`src/rtl/mtm_alu_pkg.sv`:
```
// rtl/mtm_alu_pkg.sv - shared state encoding, frame timing and control-code constants for the tx scheduler
package mtm_alu_pkg;

   typedef enum logic [1:0] {
      ST_IDLE = 2'd0,
      ST_LOAD = 2'd1,
      ST_SEND = 2'd2,
      ST_GAP  = 2'd3
   } tx_state_t;

   localparam int TIMER_W    = 16;
   localparam int FRAME_DATA = 56;
   localparam int FRAME_ERR  = 12;

   localparam logic [7:0] CTL_IDLE = 8'hFF;
   localparam logic [7:0] ERR_DATA = 8'hC9;
   localparam logic [7:0] ERR_CRC  = 8'hA5;
   localparam logic [7:0] ERR_OP   = 8'h93;

   function automatic logic [TIMER_W-1:0] frame_len(input logic is_err);
      return is_err ? TIMER_W'(FRAME_ERR) : TIMER_W'(FRAME_DATA);
   endfunction

endpackage

```
`src/rtl/mtm_alu_tx_scheduler_if.sv`:
```
// rtl/mtm_alu_tx_scheduler_if.sv - result/error offer and serializer bus; drop_cnt only with MTM_ALU_TXSCHED_STATS_EN
interface mtm_alu_tx_scheduler_if;

   logic        res_valid;
   logic        res_ready;
   logic [31:0] res_C;
   logic [7:0]  res_CTL;
   logic        err_valid;
   logic [7:0]  err_CTL;
   logic [31:0] ser_C;
   logic [7:0]  ser_CTL;
   logic        ser_load;
   logic        busy;

`ifdef MTM_ALU_TXSCHED_STATS_EN
   logic [7:0]  drop_cnt;

   modport master (
      output res_valid, res_C, res_CTL, err_valid, err_CTL,
      input  res_ready, ser_C, ser_CTL, ser_load, busy, drop_cnt
   );

   modport slave (
      input  res_valid, res_C, res_CTL, err_valid, err_CTL,
      output res_ready, ser_C, ser_CTL, ser_load, busy, drop_cnt
   );
`else
   modport master (
      output res_valid, res_C, res_CTL, err_valid, err_CTL,
      input  res_ready, ser_C, ser_CTL, ser_load, busy
   );

   modport slave (
      input  res_valid, res_C, res_CTL, err_valid, err_CTL,
      output res_ready, ser_C, ser_CTL, ser_load, busy
   );
`endif

endinterface

```
`src/rtl/mtm_alu_txsched_fifo.sv`:
```
// rtl/mtm_alu_txsched_fifo.sv - synchronous power-of-two result queue with registered pointers
module mtm_alu_txsched_fifo #(
   parameter int DEPTH = 2,
   parameter int WIDTH = 40
) (
   input  logic             clk,
   input  logic             reset,
   input  logic             push,
   input  logic             pop,
   input  logic [WIDTH-1:0] wdata,
   output logic [WIDTH-1:0] rdata,
   output logic             full,
   output logic             empty
);

   localparam int AW = $clog2(DEPTH);
   localparam logic [AW:0] PTR_ONE = {{AW{1'b0}}, 1'b1};

   logic [WIDTH-1:0] mem [DEPTH];
   logic [AW:0]      wptr;
   logic [AW:0]      rptr;
   logic             do_push;
   logic             do_pop;

   assign do_push = push && !full;
   assign do_pop  = pop && !empty;

   // Extra pointer MSB distinguishes full from empty when the indices match.
   assign empty = (wptr == rptr);
   assign full  = (wptr[AW] != rptr[AW]) && (wptr[AW-1:0] == rptr[AW-1:0]);
   assign rdata = mem[rptr[AW-1:0]];

   always_ff @(posedge clk) begin
      if (reset) begin
         wptr <= '0;
         rptr <= '0;
      end else begin
         if (do_push) wptr <= wptr + PTR_ONE;
         if (do_pop)  rptr <= rptr + PTR_ONE;
      end
   end

   always_ff @(posedge clk) begin
      if (do_push) mem[wptr[AW-1:0]] <= wdata;
   end

endmodule

```
`src/rtl/mtm_alu_tx_scheduler.sv`:
```
// rtl/mtm_alu_tx_scheduler.sv - frame scheduler for results and errors; MTM_ALU_TXSCHED_STATS_EN adds drop_cnt
module mtm_alu_tx_scheduler
   import mtm_alu_pkg::*;
#(
   parameter int RES_FIFO_DEPTH = 2,
   parameter int GAP_CYCLES     = 1
) (
   input  logic                   clk,
   input  logic                   reset,
   mtm_alu_tx_scheduler_if.slave  bus
);

   localparam logic [TIMER_W-1:0] TIMER_ONE = TIMER_W'(1);

   tx_state_t          state;
   logic [TIMER_W-1:0] timer;
   logic               sel_err;
   logic               last_err;
   logic               err_full;
   logic [7:0]         err_code;
   logic               q_full;
   logic               q_empty;
   logic [39:0]        q_head;
   logic               ready;
   logic               pending;
   logic               pick_err;
   logic               ser_load_q;
   logic [31:0]        ser_c_q;
   logic [7:0]         ser_ctl_q;

   assign ready   = !reset && !q_full;
   assign pending = err_full || !q_empty;
   // Errors normally win, but a queued result gets the slot right after an error frame.
   assign pick_err = err_full && !(last_err && !q_empty);

   mtm_alu_txsched_fifo #(
      .DEPTH (RES_FIFO_DEPTH),
      .WIDTH (40)
   ) u_fifo (
      .clk   (clk),
      .reset (reset),
      .push  (bus.res_valid && ready),
      .pop   (state == ST_LOAD && !sel_err),
      .wdata ({bus.res_C, bus.res_CTL}),
      .rdata (q_head),
      .full  (q_full),
      .empty (q_empty)
   );

   always_ff @(posedge clk) begin
      if (reset) begin
         err_full <= 1'b0;
         err_code <= 8'h00;
      end else if (bus.err_valid && !err_full) begin
         err_full <= 1'b1;
         err_code <= bus.err_CTL;
      end else if (state == ST_LOAD && sel_err) begin
         err_full <= 1'b0;
      end
   end

   always_ff @(posedge clk) begin
      if (reset) begin
         state      <= ST_IDLE;
         timer      <= '0;
         sel_err    <= 1'b0;
         last_err   <= 1'b0;
         ser_load_q <= 1'b0;
         ser_c_q    <= '0;
         ser_ctl_q  <= CTL_IDLE;
      end else begin
         ser_load_q <= 1'b0;
         ser_c_q    <= '0;
         ser_ctl_q  <= CTL_IDLE;
         case (state)
            ST_IDLE: begin
               if (pending) begin
                  state      <= ST_LOAD;
                  sel_err    <= pick_err;
                  last_err   <= pick_err;
                  ser_load_q <= 1'b1;
                  ser_c_q    <= pick_err ? 32'd0 : q_head[39:8];
                  ser_ctl_q  <= pick_err ? err_code : q_head[7:0];
               end
            end
            ST_LOAD: begin
               state <= ST_SEND;
               timer <= frame_len(sel_err);
            end
            ST_SEND: begin
               timer <= timer - TIMER_ONE;
               if (timer == TIMER_ONE) begin
                  state <= ST_GAP;
                  timer <= TIMER_W'(GAP_CYCLES);
               end
            end
            ST_GAP: begin
               timer <= timer - TIMER_ONE;
               if (timer == TIMER_ONE) state <= ST_IDLE;
            end
            default: state <= ST_IDLE;
         endcase
      end
   end

`ifdef MTM_ALU_TXSCHED_STATS_EN
   logic [7:0] drop_cnt;

   always_ff @(posedge clk) begin
      if (reset) begin
         drop_cnt <= 8'd0;
      end else if (bus.err_valid && err_full && drop_cnt != 8'hFF) begin
         drop_cnt <= drop_cnt + 8'd1;
      end
   end

   assign bus.drop_cnt = drop_cnt;
`endif

   // Outputs are forced to their idle values for the whole reset cycle.
   assign bus.res_ready = ready;
   assign bus.busy      = !reset && (state != ST_IDLE || pending);
   assign bus.ser_load  = !reset && ser_load_q;
   assign bus.ser_C     = reset ? 32'd0 : ser_c_q;
   assign bus.ser_CTL   = reset ? CTL_IDLE : ser_ctl_q;

endmodule

```
`src/flat_wrapper.sv`:
```
// flat-port wrapper written by rule: the top's interface ports become plain ports
module mtm_alu_tx_scheduler_flat import mtm_alu_pkg::*;
#(
   parameter int RES_FIFO_DEPTH = 2,
   parameter int GAP_CYCLES     = 1
)
  (clk, reset, bus_res_valid, bus_res_C, bus_res_CTL, bus_err_valid, bus_err_CTL, bus_res_ready, bus_ser_C, bus_ser_CTL, bus_ser_load, bus_busy);
  mtm_alu_tx_scheduler_if bus_i ();
  input  logic clk;
  input  logic reset;
  input wire logic [$bits(bus_i.res_valid)-1:0] bus_res_valid;
  input wire logic [$bits(bus_i.res_C)-1:0] bus_res_C;
  input wire logic [$bits(bus_i.res_CTL)-1:0] bus_res_CTL;
  input wire logic [$bits(bus_i.err_valid)-1:0] bus_err_valid;
  input wire logic [$bits(bus_i.err_CTL)-1:0] bus_err_CTL;
  output wire logic [$bits(bus_i.res_ready)-1:0] bus_res_ready;
  output wire logic [$bits(bus_i.ser_C)-1:0] bus_ser_C;
  output wire logic [$bits(bus_i.ser_CTL)-1:0] bus_ser_CTL;
  output wire logic [$bits(bus_i.ser_load)-1:0] bus_ser_load;
  output wire logic [$bits(bus_i.busy)-1:0] bus_busy;
  assign bus_i.res_valid = bus_res_valid;
  assign bus_i.res_C = bus_res_C;
  assign bus_i.res_CTL = bus_res_CTL;
  assign bus_i.err_valid = bus_err_valid;
  assign bus_i.err_CTL = bus_err_CTL;
  assign bus_res_ready = bus_i.res_ready;
  assign bus_ser_C = bus_i.ser_C;
  assign bus_ser_CTL = bus_i.ser_CTL;
  assign bus_ser_load = bus_i.ser_load;
  assign bus_busy = bus_i.busy;
  mtm_alu_tx_scheduler #(.RES_FIFO_DEPTH(RES_FIFO_DEPTH), .GAP_CYCLES(GAP_CYCLES)) u_core (.clk(clk), .reset(reset), .bus(bus_i));
endmodule
```
`config.mk`:
```
export PLATFORM = sky130hd
export DESIGN_NAME = mtm_alu_tx_scheduler_flat
export DESIGN_NICKNAME = d
export VERILOG_FILES = /design/src/rtl/mtm_alu_pkg.sv /design/src/rtl/mtm_alu_tx_scheduler_if.sv /design/src/rtl/mtm_alu_txsched_fifo.sv /design/src/rtl/mtm_alu_tx_scheduler.sv /design/src/flat_wrapper.sv
export SDC_FILE = /design/constraint.sdc
export NUM_CORES = 1
export LEC_CHECK = 0
export CAP_MARGIN = 5
export CORE_ASPECT_RATIO = 1.75
export CORE_MARGIN = 4
export CORE_UTILIZATION = 67
export CTS_BUF_LIST = sky130_fd_sc_hd__clkbuf_8 sky130_fd_sc_hd__clkbuf_16
export DETAILED_ROUTE_END_ITERATION = 8
export DONT_BUFFER_PORTS = 1
export GPL_ROUTABILITY_DRIVEN = 1
export MAX_ROUTING_LAYER = met4
export PLACE_DENSITY = 0.83
export SYNTH_ARGS = -nofsm -noshare
export SYNTH_HDL_FRONTEND = slang
export SYNTH_HIERARCHICAL = 1
export SYNTH_SLANG_ARGS = --single-unit
```
`constraint.sdc`:
```
create_clock -name clk -period 11.1 [get_ports clk]
set_input_delay 2.22 -clock clk [delete_from_list [all_inputs] [get_ports clk]]
set_output_delay 2.22 -clock clk [all_outputs]
set_load 0.02 [all_outputs]
```
# Word level (Yosys, flattened, before mapping)
# Memory sizes are Yosys's and may differ from the RTL's. A register that Yosys moved wholly into a read port is not among the register bits.
# Index checks and enable logic that the tools add are counted.
[totals] mem_count=1 regBits=73 in_bits=52 wordCells=72 latchBits=0 mem_bits_ro=0 out_inout_bits=43 ram_bits=80
[op_classes] bitwise_logic=2 muxes=17 n_shift=0 magnitude_cmp=0 n_reduce_logical=29 eq_ne=10 div_mod_pow=0 n_addsub=3 mul=0
[memory_table] name="u_core.u_fifo.mem" words=2 width=40 rd=1 rd_ports_with_merged_regs=1 wr=1 line="mtm_alu_txsched_fifo.sv:19" rtl="logic [WIDTH-1:0] mem [DEPTH];"
[op_table] op="$pmux W16 S3" count=1
[op_table] op="$mux W32" count=1
[op_table] op="$eq A16 B1 Y1 const B" count=1
[op_table] op="$mux W16" count=1
[op_table] op="$mux W8" count=2
[op_table] op="$sub A16 B1 Y16 const B" count=1
[op_table] op="$logic_and A1 B1 Y1" count=12
[op_table] op="$pmux W2 S4" count=1
[op_table] op="$mux W1" count=7
[op_table] op="$logic_not A1 Y1" count=6
[op_table] op="$mux W2" count=3
[op_table] op="$mux W6" count=1
[op_table] op="$ne A2 B1 Y1 const B" count=3
[op_table] op="$add A2 B1 Y2 const B" count=2
[op_table] op="$eq A2 B2 Y1 const B" count=2
[op_table] op="$reduce_bool A2 Y1" count=2
[op_table] op="$reduce_or A4 Y1" count=1
[op_table] op="$reduce_and A3 Y1" count=1
[op_table] op="$reduce_bool A3 Y1" count=1
[op_table] op="$reduce_or A3 Y1" count=1
[op_table] op="$eq A2 B1 Y1 const B" count=1
[op_table] op="$eq A2 B2 Y1" count=1
[op_table] op="$logic_not A2 Y1" count=1
[op_table] op="$logic_or A1 B1 Y1" count=2
[op_table] op="5 further kinds" count=6

# Depth between registers and ports, before layout
# Gate-level depths: netlist of run 1.
[logic_depth] ltp_word=8 mapped_depth=8

# Hierarchy
# The synthesis of run 1 kept the hierarchy.
[by_module_without_submodules] mod="mtm_alu_txsched_fifo" seq_area_each_um2=2502.4 area_each_um2=3156.8 n_inst=1 cells_per_inst=157
[by_module_without_submodules] mod="mtm_alu_tx_scheduler" seq_area_each_um2=1381.3 area_each_um2=2927.8 n_inst=1 cells_per_inst=327

# Worst setup path before layout of run 1
# Ideal clock, no wire load.
[synth_timing] path_kind="input to register" startpoint="in reset" endpoint="mem u_core.u_fifo.mem[1][0], enable pin" required_ns=10.649 setup_ns=0.451 t_arrival_ns=5.263 stages=6 setup_slack_ns=5.386 path_cell_list="clkbuf_1 > clkbuf_1 > nor2_1 > and2_1 > nand2_1 > a21oi_1"
[synth_via] elab_chain_len=6
[synth_rtl] element="start, declared" line="flat_wrapper.sv:10" rtl="input logic reset;"
[synth_rtl] element="$logic_not A1 Y1" line="mtm_alu_tx_scheduler.sv:31" rtl="assign ready = !reset && !q_full;"
[synth_rtl] element="$logic_and A1 B1 Y1" line="mtm_alu_tx_scheduler.sv:31"
[synth_rtl] element="via bus_res_ready" line="flat_wrapper.sv:16" rtl="output wire logic [$bits(bus_i.res_ready)-1:0] bus_res_ready;"
[synth_rtl] element="$logic_and A1 B1 Y1" line="mtm_alu_tx_scheduler.sv:42" rtl=".push (bus.res_valid && ready),"
[synth_rtl] element="$logic_and A1 B1 Y1" line="mtm_alu_txsched_fifo.sv:25" rtl="assign do_push = push && !full;"
[synth_rtl] element="$mux W1" line="mtm_alu_txsched_fifo.sv:44" rtl="if (do_push) mem[wptr[AW-1:0]] <= wdata;"
[synth_rtl] element="$mux W1 (implied by the code)" line="mtm_alu_txsched_fifo.sv:44"
[synth_rtl] element="end, declared" line="mtm_alu_txsched_fifo.sv:19"
# The timed path passes the listed nets, and every way through them passes these cells.

# Worst setup path after layout of run 1
[layout_timing] startpoint="in reset" endpoint="out bus_ser_C[11]"
[layout_via] elab_chain_len=1
[layout_rtl] element="$mux W32" line="mtm_alu_tx_scheduler.sv:124" rtl="assign bus.ser_C = reset ? 32'd0 : ser_c_q;"
[layout_rtl] element="end, declared" line="flat_wrapper.sv:17" rtl="output wire logic [$bits(bus_i.ser_C)-1:0] bus_ser_C;"
# Every way passes these cells.

==> impl_metrics.csv, run 1 <==
group,metric,value,unit
synth,yosysWarningCount,6,
drt,wl_per_cell,19.43,µm
synth,synth-edff-count,80,
drt,vias,3679,
cts,cts_buffers,17,
critical_path,cp.required,8.88,ns
power_and_ir_drop,power_density,256.5,nW/µm²
cts,root_buffer,"clkbuf_16",
cts,worstSkewPairLatency,0.42,ns
sta,drv_slew,0,
synth,yosys_most_used_dff,"edfxtp_1",
power_and_ir_drop,peakVddDrop,0.0001864,V
synth,synth_common_cells,"edfxtp_1, dfxtp_1, mux2_2",
sta,finalHoldViolCount,0,
synth,synth.distinct_cells,48,
sta,tightest_slew,1.099,ns
critical_path,crit_cells,1,
synth,syn_nets,543,
critical_path,worst-path-buf-inv,0,
cts,cts-resized-gates,0,
critical_path,worstPathArrival,2.63,ns
sta,post-route-period-util,0.4372,
cts,cts.sinks,154,
grt,overflow,0,
synth,synth_top_area_share,0.3948,
place,gp_congestion,0.9012,
layout,seq_area,3885,µm²
cts,post_cts_buffers,0,
drt,via_per_inst,6.031,
grt,grt_pass1_wl,19.13,mm
place,io_buffers,0,
critical_path,cp-endpoint,"bus_ser_C[11]",
place,dp_hpwl,7.513,mm
grt,grtUsageMet2,0.4211,
drt,wl,11.85,mm
drt,ant_nets,0,
flow_run,drv_cap,0,
die,die_h,134.1,µm
synth,syn_inst,484,
critical_path,r2r-end,"u_core/u_fifo/mem[0][3]",
power_and_ir_drop,leakagePower,0.002546,µW
drt,first_pass_iters,4,
critical_path,cp_max_fo,66,
sta,period_needed,4.853,ns
grt,grt_max_degree,67,
sta,hold-worst-slack,0.4591,ns
critical_path,critical_path.startpoint,"reset",
min_path,min_path_type,"reg2reg",
layout,multi_input_area,2088,µm²
synth,synth_seq_area_share,0.6383,
critical_path,critPathMaxStageDelay,0.39,ns
layout,nNetsFinal,539,
drt,drc_errors,0,
drt,drt_iter0_drc,262,
cts,hold_buffers,0,
critical_path,worstPathCellList,"nor2b_1",
sta,grt_setup_unrepaired,"false",
critical_path,crit_family,"simple AND/OR/NAND/NOR gates",
synth,synth_area_leader_cell,"edfxtp_1",
status,status,"complete, no violations",
cts,htreeDepth,4,
synth,synth_area_leaders,"edfxtp_1, dfxtp_1, mux2_2, nor2b_1, and3_1",
critical_path,timing.rr.start,"u_core/u_fifo/rptr[0]",
layout,area.growth.synth_to_final,11.56,%
cts,clockBufferDepth,2,
synth,ys_ff_latch,154,
sta,setup_tns,0,ns
sta,skew,0.01237,ns
sta,finalSetupViolCount,0,
sta,max_freq,206.1,MHz
die,design.die.area,10730,µm²
die,die_w,80.04,µm
sta,max_slew_margin,0.2675,
min_path,hold_path_depth,2,
die,rows,45,
critical_path,critPathKind,"in2out",
synth,synth.most_common_cell,"edfxtp_1",
grt,grt_pass1_vias,3833,
critical_path,r2r_setup_slack,8.25,ns
grt,grt-busiest-layer,"met2",
critical_path,worstSetupStartpointType,"input port",
critical_path,endpoint_kind,"primary output",
grt,grt_usage,0.2451,
cts,cts_tree,"done",
grt,gr-usage-met3,0.08669,
critical_path,worst_path_max_delay_cell,"nor2b_1",
grt,use_met1,0.2555,
synth,async_flop_share,0,
layout,nFillCells,537,
critical_path,rr_worst_depth,5,
layout,antenna_cells,0,
synth,syn_area,6085,µm²
synth,syn_area_per_cell,12.57,µm²
layout,drive_gt1_frac,0.1968,
die,ioPinCount,95,
die,start_util,0.6927,
grt,grt_antenna_before_repair,0,
die,core_area,8783,µm²
cts,cts.clk_slew.worst_paths,0.06,ns
worst min-delay path by stage:
stage	start	to	slack (ns)
4_1_cts	u_core/err_code[3]	u_core/err_code[3]	0.46
2_1_floorplan	u_core/err_code[0]	u_core/err_code[0]	0.44
5_1_grt	u_core/err_code[6]	u_core/err_code[6]	0.49
3_5_place_dp	u_core/err_code[5]	u_core/err_code[5]	0.45
3_3_place_gp	u_core/err_code[3]	u_core/err_code[3]	0.44
6_report	u_core/err_code[3]	u_core/err_code[3]	0.46
flip-flops by register name (all words and copies together) (netlist names), named ones only:
register	flops
u_core/last_err	1
u_core/ser_load_q	1
u_core/u_fifo/rptr	2
u_core/u_fifo/wptr	2
u_core/timer	16
u_core/u_fifo/mem	80
u_core/err_code	8
u_core/err_full	1
u_core/ser_ctl_q	8
u_core/ser_c_q	32
u_core/state	2
metal layers:
| metal | share of wire | vias to the layer above |
|---|---|---|
| met5 | 0 | - |
| met4 | 0.014 | 0 |
| met3 | 0.066 | 17 |
| met2 | 0.56 | 117 |
| met1 | 0.36 | 1810 |
| li1 | - | 1735 |
kinds of logic (layout without fill, tap and decap cells):
| group | count (synthesis) | in the layout | share of synthesized area |
|---|---|---|---|
| DFF | 154 | 154 | 0.6383 |
| buffers and inverters | 34 | 43 | 0.02221 |
| AOI/OAI and AO/OA | 48 | 48 | 0.05429 |
| muxes | 50 | 50 | 0.09048 |
| and+or+nand+nor | 182 | 182 | 0.1662 |
| xor gates and xnor gates | 9 | 9 | 0.01419 |
| adders and majority gates | 7 | 7 | 0.01439 |
cell usage in the layout, fill, tap and decap left out, types with 3 or more instances in the layout:
master / count
or4_1: 5
inv_6: 5
mux2i_1: 10
a21oi_1: 18
nor4b_1: 3
nand2b_1: 3
nor3_1: 6
nor2b_1: 39
dfxtp_1: 73
nor2_1: 26
edfxtp_1: 80
or3_1: 4
or2_2: 10
a31oi_1: 3
xor2_1: 6
nand4_1: 3
ha_1: 7
mux2_2: 40
inv_8: 3
clkinv_4: 3
nand3_1: 3
o221a_2: 3
nand2_1: 34
and2_1: 3
nor4_1: 3
clkbuf_16: 17
and3_1: 34
inv_1: 9
o21ai_0: 5
metrics by stage:
stage / setup WS (ns) / cell area, µm² / power [µW] / util / instances
floorplan: 5.386 / 6085 / 1067 / - / 484
global placement: 6.298 / 6168 / 1140 / 0.7023 / 578
detailed placement: 6.289 / 6168 / 1157 / 0.7023 / 578
CTS: 6.279 / 6788 / 1751 / 0.7728 / 610
global route: 6.256 / 6788 / 1831 / 0.7728 / 610
finish: 6.247 / 6788 / 1741 / 0.7728 / 610
power by group:
part / switching (µW) / total, µW / internal, µW
logic: 221 / 391 / 170
clock network: 243 / 591 / 348
registers: 77.9 / 760 / 682
area by class of cell:
class                           instances  share of cell area
Inverter                                9            0.004977
Timing Repair Buffer                    2            0.002212
Multi-Input combinational cell        296              0.3076
Sequential cell                       154              0.5724
Clock inverter                         14             0.02654
Clock buffer                           18             0.06470
Tap cell                              117             0.02157
Note: power is estimated with default switching activity, not from simulation.
==> run 2: changes to the inputs <==
Settings changed: CORE_UTILIZATION 67 to 63, PLACE_DENSITY 0.83 to 0.79.
Clock period 11.1 ns to 4.5 ns, I/O delays scaled along.
==> impl_metrics.csv, run 2 (same netlist as run 1, synthesis figures left out) <==
group,metric,value,unit
drt,vias,3642,
drt,wl,11.89,mm
place,place_area,6182,µm²
layout,final_common_cell,"edfxtp_1",
grt,grt_usage,0.2293,
power_and_ir_drop,peakVddDrop,0.0004042,V
sta,drv_slew,0,
critical_path,cp.required,4.61,ns
place,gp_congestion,0.8259,
sta,max_slew_margin,0.2635,
sta,setup_tns,0,ns
die,ioPinCount,95,
cts,cts-resized-gates,0,
layout,final_area,6818,µm²
drt,met2RoutedLength,6.687,mm
place,io_buffers,0,
drt,wl_met3,930,µm
drt,via_per_inst,5.912,
place,dp_hpwl,7.897,mm
layout,layout.cells.most_common_list,"edfxtp_1, dfxtp_1, mux2_2",
cts,htreeDepth,4,
cts,hold_buffers,0,
grt,overflow,0,
layout,area.growth.synth_to_final,12.05,%
cts,post_cts_buffers,0,
cts,cts_buffers,17,
min_path,min_path_type,"reg2reg",
layout,largest_register_ffs,80,
flow_run,drv_cap,0,
cts,cts.clk_slew.worst_paths,0.06,ns
critical_path,worstSetupStartpointType,"flop",
sta,period_needed,3.050,ns
die,die_w,82.29,µm
layout,drive_gt1_frac,0.1964,
sta,postLayoutSetupSlackWorst,1.450,ns
grt,grt_antenna_before_repair,0,
drt,ant_nets,0,
layout,fin_util,0.7201,
grt,grt_max_degree,67,
cts,cts_tree,"done",
drt,drc_errors,0,
die,start_util,0.6427,
sta,skew,0.007894,ns
drt,first_pass_iters,4,
grt,grt_pass1_vias,3804,
place,dp_slack,1.392,ns
die,die_h,138.0,µm
layout,antenna_cells,0,
cts,root_buffer,"clkbuf_16",
critical_path,worstPathArrival,3.16,ns
critical_path,endpoint_kind,"flop",
sta,grt_setup_unrepaired,"false",
sta,post-route-period-util,0.6778,
critical_path,cp_max_fo,25,
cts,clockBufferDepth,2,
sta,finalHoldViolCount,0,
drt,highest_layer,"met4",
drt,wl_per_cell,19.30,µm
cts,cts.sinks,154,
power_and_ir_drop,leakagePower,0.002557,µW
power_and_ir_drop,power_density,636.0,nW/µm²
cts,worstSkewPairLatency,0.41,ns
grt,grt_pass1_wl,18.76,mm
sta,tightest_slew,1.105,ns
sta,max_freq,327.8,MHz
status,status,"complete, no violations",
layout,nNetsFinal,540,
critical_path,r2r_setup_slack,1.45,ns
drt,wl_met1,4.060,mm
drt,drt_iter0_drc,222,
die,rows,47,
critical_path,critPathKind,"reg2reg",
die,core_area,9468,µm²
die,design.die.area,11360,µm²
sta,finalSetupViolCount,0,
[run 2: cell count changes in the layout (fill, tap and decap cells not counted), sizes merged]
cell      previous run  this run
bufinv               2         4
buf                  2         3
clkinvlp             0         2
inv                 17        13
[run 2: worst max-delay path, stage by stage, from the launching register on]
cell	delay (ns)
dfxtp_1	0.55
xor2_1	0.23
nor2_1	0.07
nor2_1	0.34
and2_1	0.30
nand2_1	0.17
a21oi_4	0.75
buf_4	0.32
[run 2: layout make-up]
class | count | area, µm²
clock buffer | 18 | 439.2
clock inverter | 14 | 196.4
fill | 606 | 2650
inverter | 9 | 33.78
multi-input combinational | 296 | 2088
sequential | 154 | 3885
tap | 122 | 152.6
timing repair buffer | 3 | 22.52
[run 2: through the flow]
stage,hold slack (ns),total power [µW],cells
2_1_floorplan,0.4357,2632,484
3_3_place_gp,0.4368,2812,584
3_5_place_dp,0.4483,2856,584
4_1_cts,0.4552,4358,616
5_1_grt,0.4743,4533,616
6_report,0.4537,4336,616
[run 2: path summary, 6_finish.rpt]
check	startpoint	endpoint	cells after the start
max	u_core/u_fifo/rptr[0]	u_core/u_fifo/mem[1][33]	7
min	u_core/err_code[6]	u_core/err_code[6]	2
max reg2reg	u_core/u_fifo/rptr[0]	u_core/u_fifo/mem[1][33]	7
min reg2reg	u_core/err_code[6]	u_core/err_code[6]	2
[run 2: where the power goes]
| group | leakage [µW] | internal, µW | switching (µW) | total [µW] |
|---|---|---|---|---|
| clock network | 0.000310 | 947 | 549 | 1500 |
| logic | 0.000908 | 421 | 549 | 970 |
| registers | 0.00134 | 1680 | 188 | 1870 |
[run 2: per-layer routing]
metal	GRT usage	vias up
met5	-	-
met4	0.08844	0
met3	0.09505	19
met2	0.3909	93
met1	0.2227	1795
li1	-	1735
==> run 3: changes to the inputs <==
Settings changed: CORE_UTILIZATION 63 to 56, PLACE_DENSITY 0.79 to 0.74.
Clock period 4.5 ns to 2.8 ns, I/O delays scaled along.
==> impl_metrics.csv, run 3 (same netlist as run 1, synthesis figures left out) <==
group,metric,value,unit
status,status,"complete, no violations",
layout,nNetsFinal,545,
sta,drv_slew,0,
sta,postLayoutSetupSlackWorst,0.2619,ns
grt,overflow,0,
layout,layout.cells.most_common_list,"edfxtp_1, dfxtp_1, mux2_2",
drt,drt_iter0_drc,177,
place,dp_hpwl,8.125,mm
cts,cts-resized-gates,0,
sta,hold-worst-slack,0.2348,ns
sta,grt_setup_unrepaired,"false",
die,die_h,145.9,µm
drt,wl_met3,641,µm
critical_path,cp_max_fo,5,
sta,max_slew_margin,0.5155,
die,die_w,86.80,µm
place,io_buffers,0,
place,dp_slack,0.5629,ns
cts,clockBufferDepth,2,
layout,final_common_cell,"edfxtp_1",
sta,tightest_slew,0.7240,ns
die,ioPinCount,95,
place,place_area,6255,µm²
sta,skew,0.01795,ns
place,gp_congestion,0.8526,
layout,antenna_cells,0,
sta,finalHoldViolCount,0,
drt,wl,11.78,mm
layout,drive_gt1_frac,0.2064,
cts,cts_buffers,17,
critical_path,endpoint_kind,"primary output",
grt,grt_pass1_wl,18.97,mm
critical_path,worstSetupStartpointType,"flop",
drt,first_pass_iters,5,
critical_path,r2r_setup_slack,0.54,ns
power_and_ir_drop,clkPwrFrac,0.335,
drt,ant_nets,0,
cts,cts.sinks,154,
cts,root_buffer,"clkbuf_16",
drt,met2RoutedLength,6.783,mm
die,rows,50,
grt,grt_antenna_before_repair,0,
drt,highest_layer,"met4",
cts,cts.clk_slew.worst_paths,0.06,ns
power_and_ir_drop,peakVddDrop,0.0007952,V
die,start_util,0.5721,
critical_path,critical_path.startpoint,"u_core/u_fifo/rptr[1]",
min_path,min_path_type,"in2reg",
critical_path,worstPathArrival,1.98,ns
drt,wl_met1,4.274,mm
critical_path,cp.required,2.24,ns
drt,wl_per_cell,18.73,µm
power_and_ir_drop,power_density,1002,nW/µm²
critical_path,critPathKind,"reg2out",
flow_run,drv_cap,0,
grt,grt_usage,0.2029,
drt,via_per_inst,5.692,
critical_path,rr_worst_depth,8,
sta,post-route-period-util,0.9065,
cts,worstSkewPairLatency,0.42,ns
grt,grt_max_degree,67,
sta,period_needed,2.538,ns
layout,area.growth.synth_to_final,12.91,%
cts,cts_tree,"done",
min_path,hold_path_depth,0,
drt,drc_errors,0,
sta,finalSetupViolCount,0,
power_and_ir_drop,netSwitchingPower,2118,µW
power_and_ir_drop,sequentialPowerShare,0.426,
cts,hold_buffers,0,
cts,post_cts_buffers,0,
power_and_ir_drop,combPwrFrac,0.239,
critical_path,r2r-end,"u_core/u_fifo/mem[1][37]",
power_and_ir_drop,swShare,0.3078,
cts,htreeDepth,4,
sta,max_freq,394.0,MHz
die,design.die.area,12660,µm²
drt,vias,3580,
power_and_ir_drop,internal_power,4763,µW
min_path,worstHoldStart,"bus_res_C[26]",
layout,final_area,6870,µm²
min_path,min_to,"u_core/u_fifo/mem[1][34]",
sta,setup_tns,0,ns
critical_path,timing.rr.start,"u_core/u_fifo/rptr[0]",
die,core_area,10640,µm²
grt,grt_pass1_vias,3699,
power_and_ir_drop,leakagePower,0.002586,µW
layout,largest_register_ffs,80,
## run 3: cell types whose count changed in the layout (fill, tap and decap cells not counted), moves of 2 or more
cell and change:
clkbuf_16 +3, clkinv_4 -3, inv_6 +6, buf_4 +3
inv_8 +2, buf_12 +2, bufinv_16 -4, clkinvlp_4 -2
## run 3: layout make-up
cell class / count / area [µm²]
inverters: 9 / 33.78
well taps: 130 / 162.7
clock buffers: 21 / 514.2
multi-input cells: 296 / 2088
repair buffers: 8 / 85.08
fillers: 817 / 3765
flip-flops and latches: 154 / 3885
clock inverters: 11 / 101.3
## run 3: per-stage QoR
stage,utilization,total power [µW],cells
final,0.6460,6881,629
after global routing,0.6460,7245,629
after CTS,0.6460,6932,629
after detailed placement,0.5881,4621,597
after global placement,0.5881,4569,597
after floorplan,-,4234,484
## run 3: worst max path at each step
stage | slack [ns] | end | cells past startpoint
after detailed placement | 0.56 | u_core/u_fifo/mem[1][10] | 8
after CTS | 0.25 | bus_busy | 5
after global placement | 0.66 | u_core/u_fifo/mem[1][18] | 8
after global routing | 0.11 | bus_busy | 5
after floorplan | 0.04 | u_core/u_fifo/mem[1][0] | 6
final | 0.26 | bus_busy | 5
## run 3: worst max-delay path, cell delays in order, from the launching register on
cell and delay, ns:
dfxtp_1 0.46, xor2_1 0.36, nor2_1 0.21, nand2b_1 0.13, nor2_1 0.06, nor2_1 0.34
## run 3: power by group through the flow
stage / Sequential [µW] / Clock (µW) / Combinational (µW)
detailed placement: 2980 / 0 / 1640
global placement: 2960 / 0 / 1610
floorplan: 2880 / 0 / 1360
finish: 2930 / 2300 / 1640
CTS: 2930 / 2350 / 1650
global route: 2980 / 2450 / 1820
## run 3: metal layers
metal | GRT usage | vias to the layer above
met3 | 0.06459 | 10
li1 | - | 1748
met5 | - | -
met4 | 0.08580 | 0
met2 | 0.3459 | 94
met1 | 0.2100 | 1728
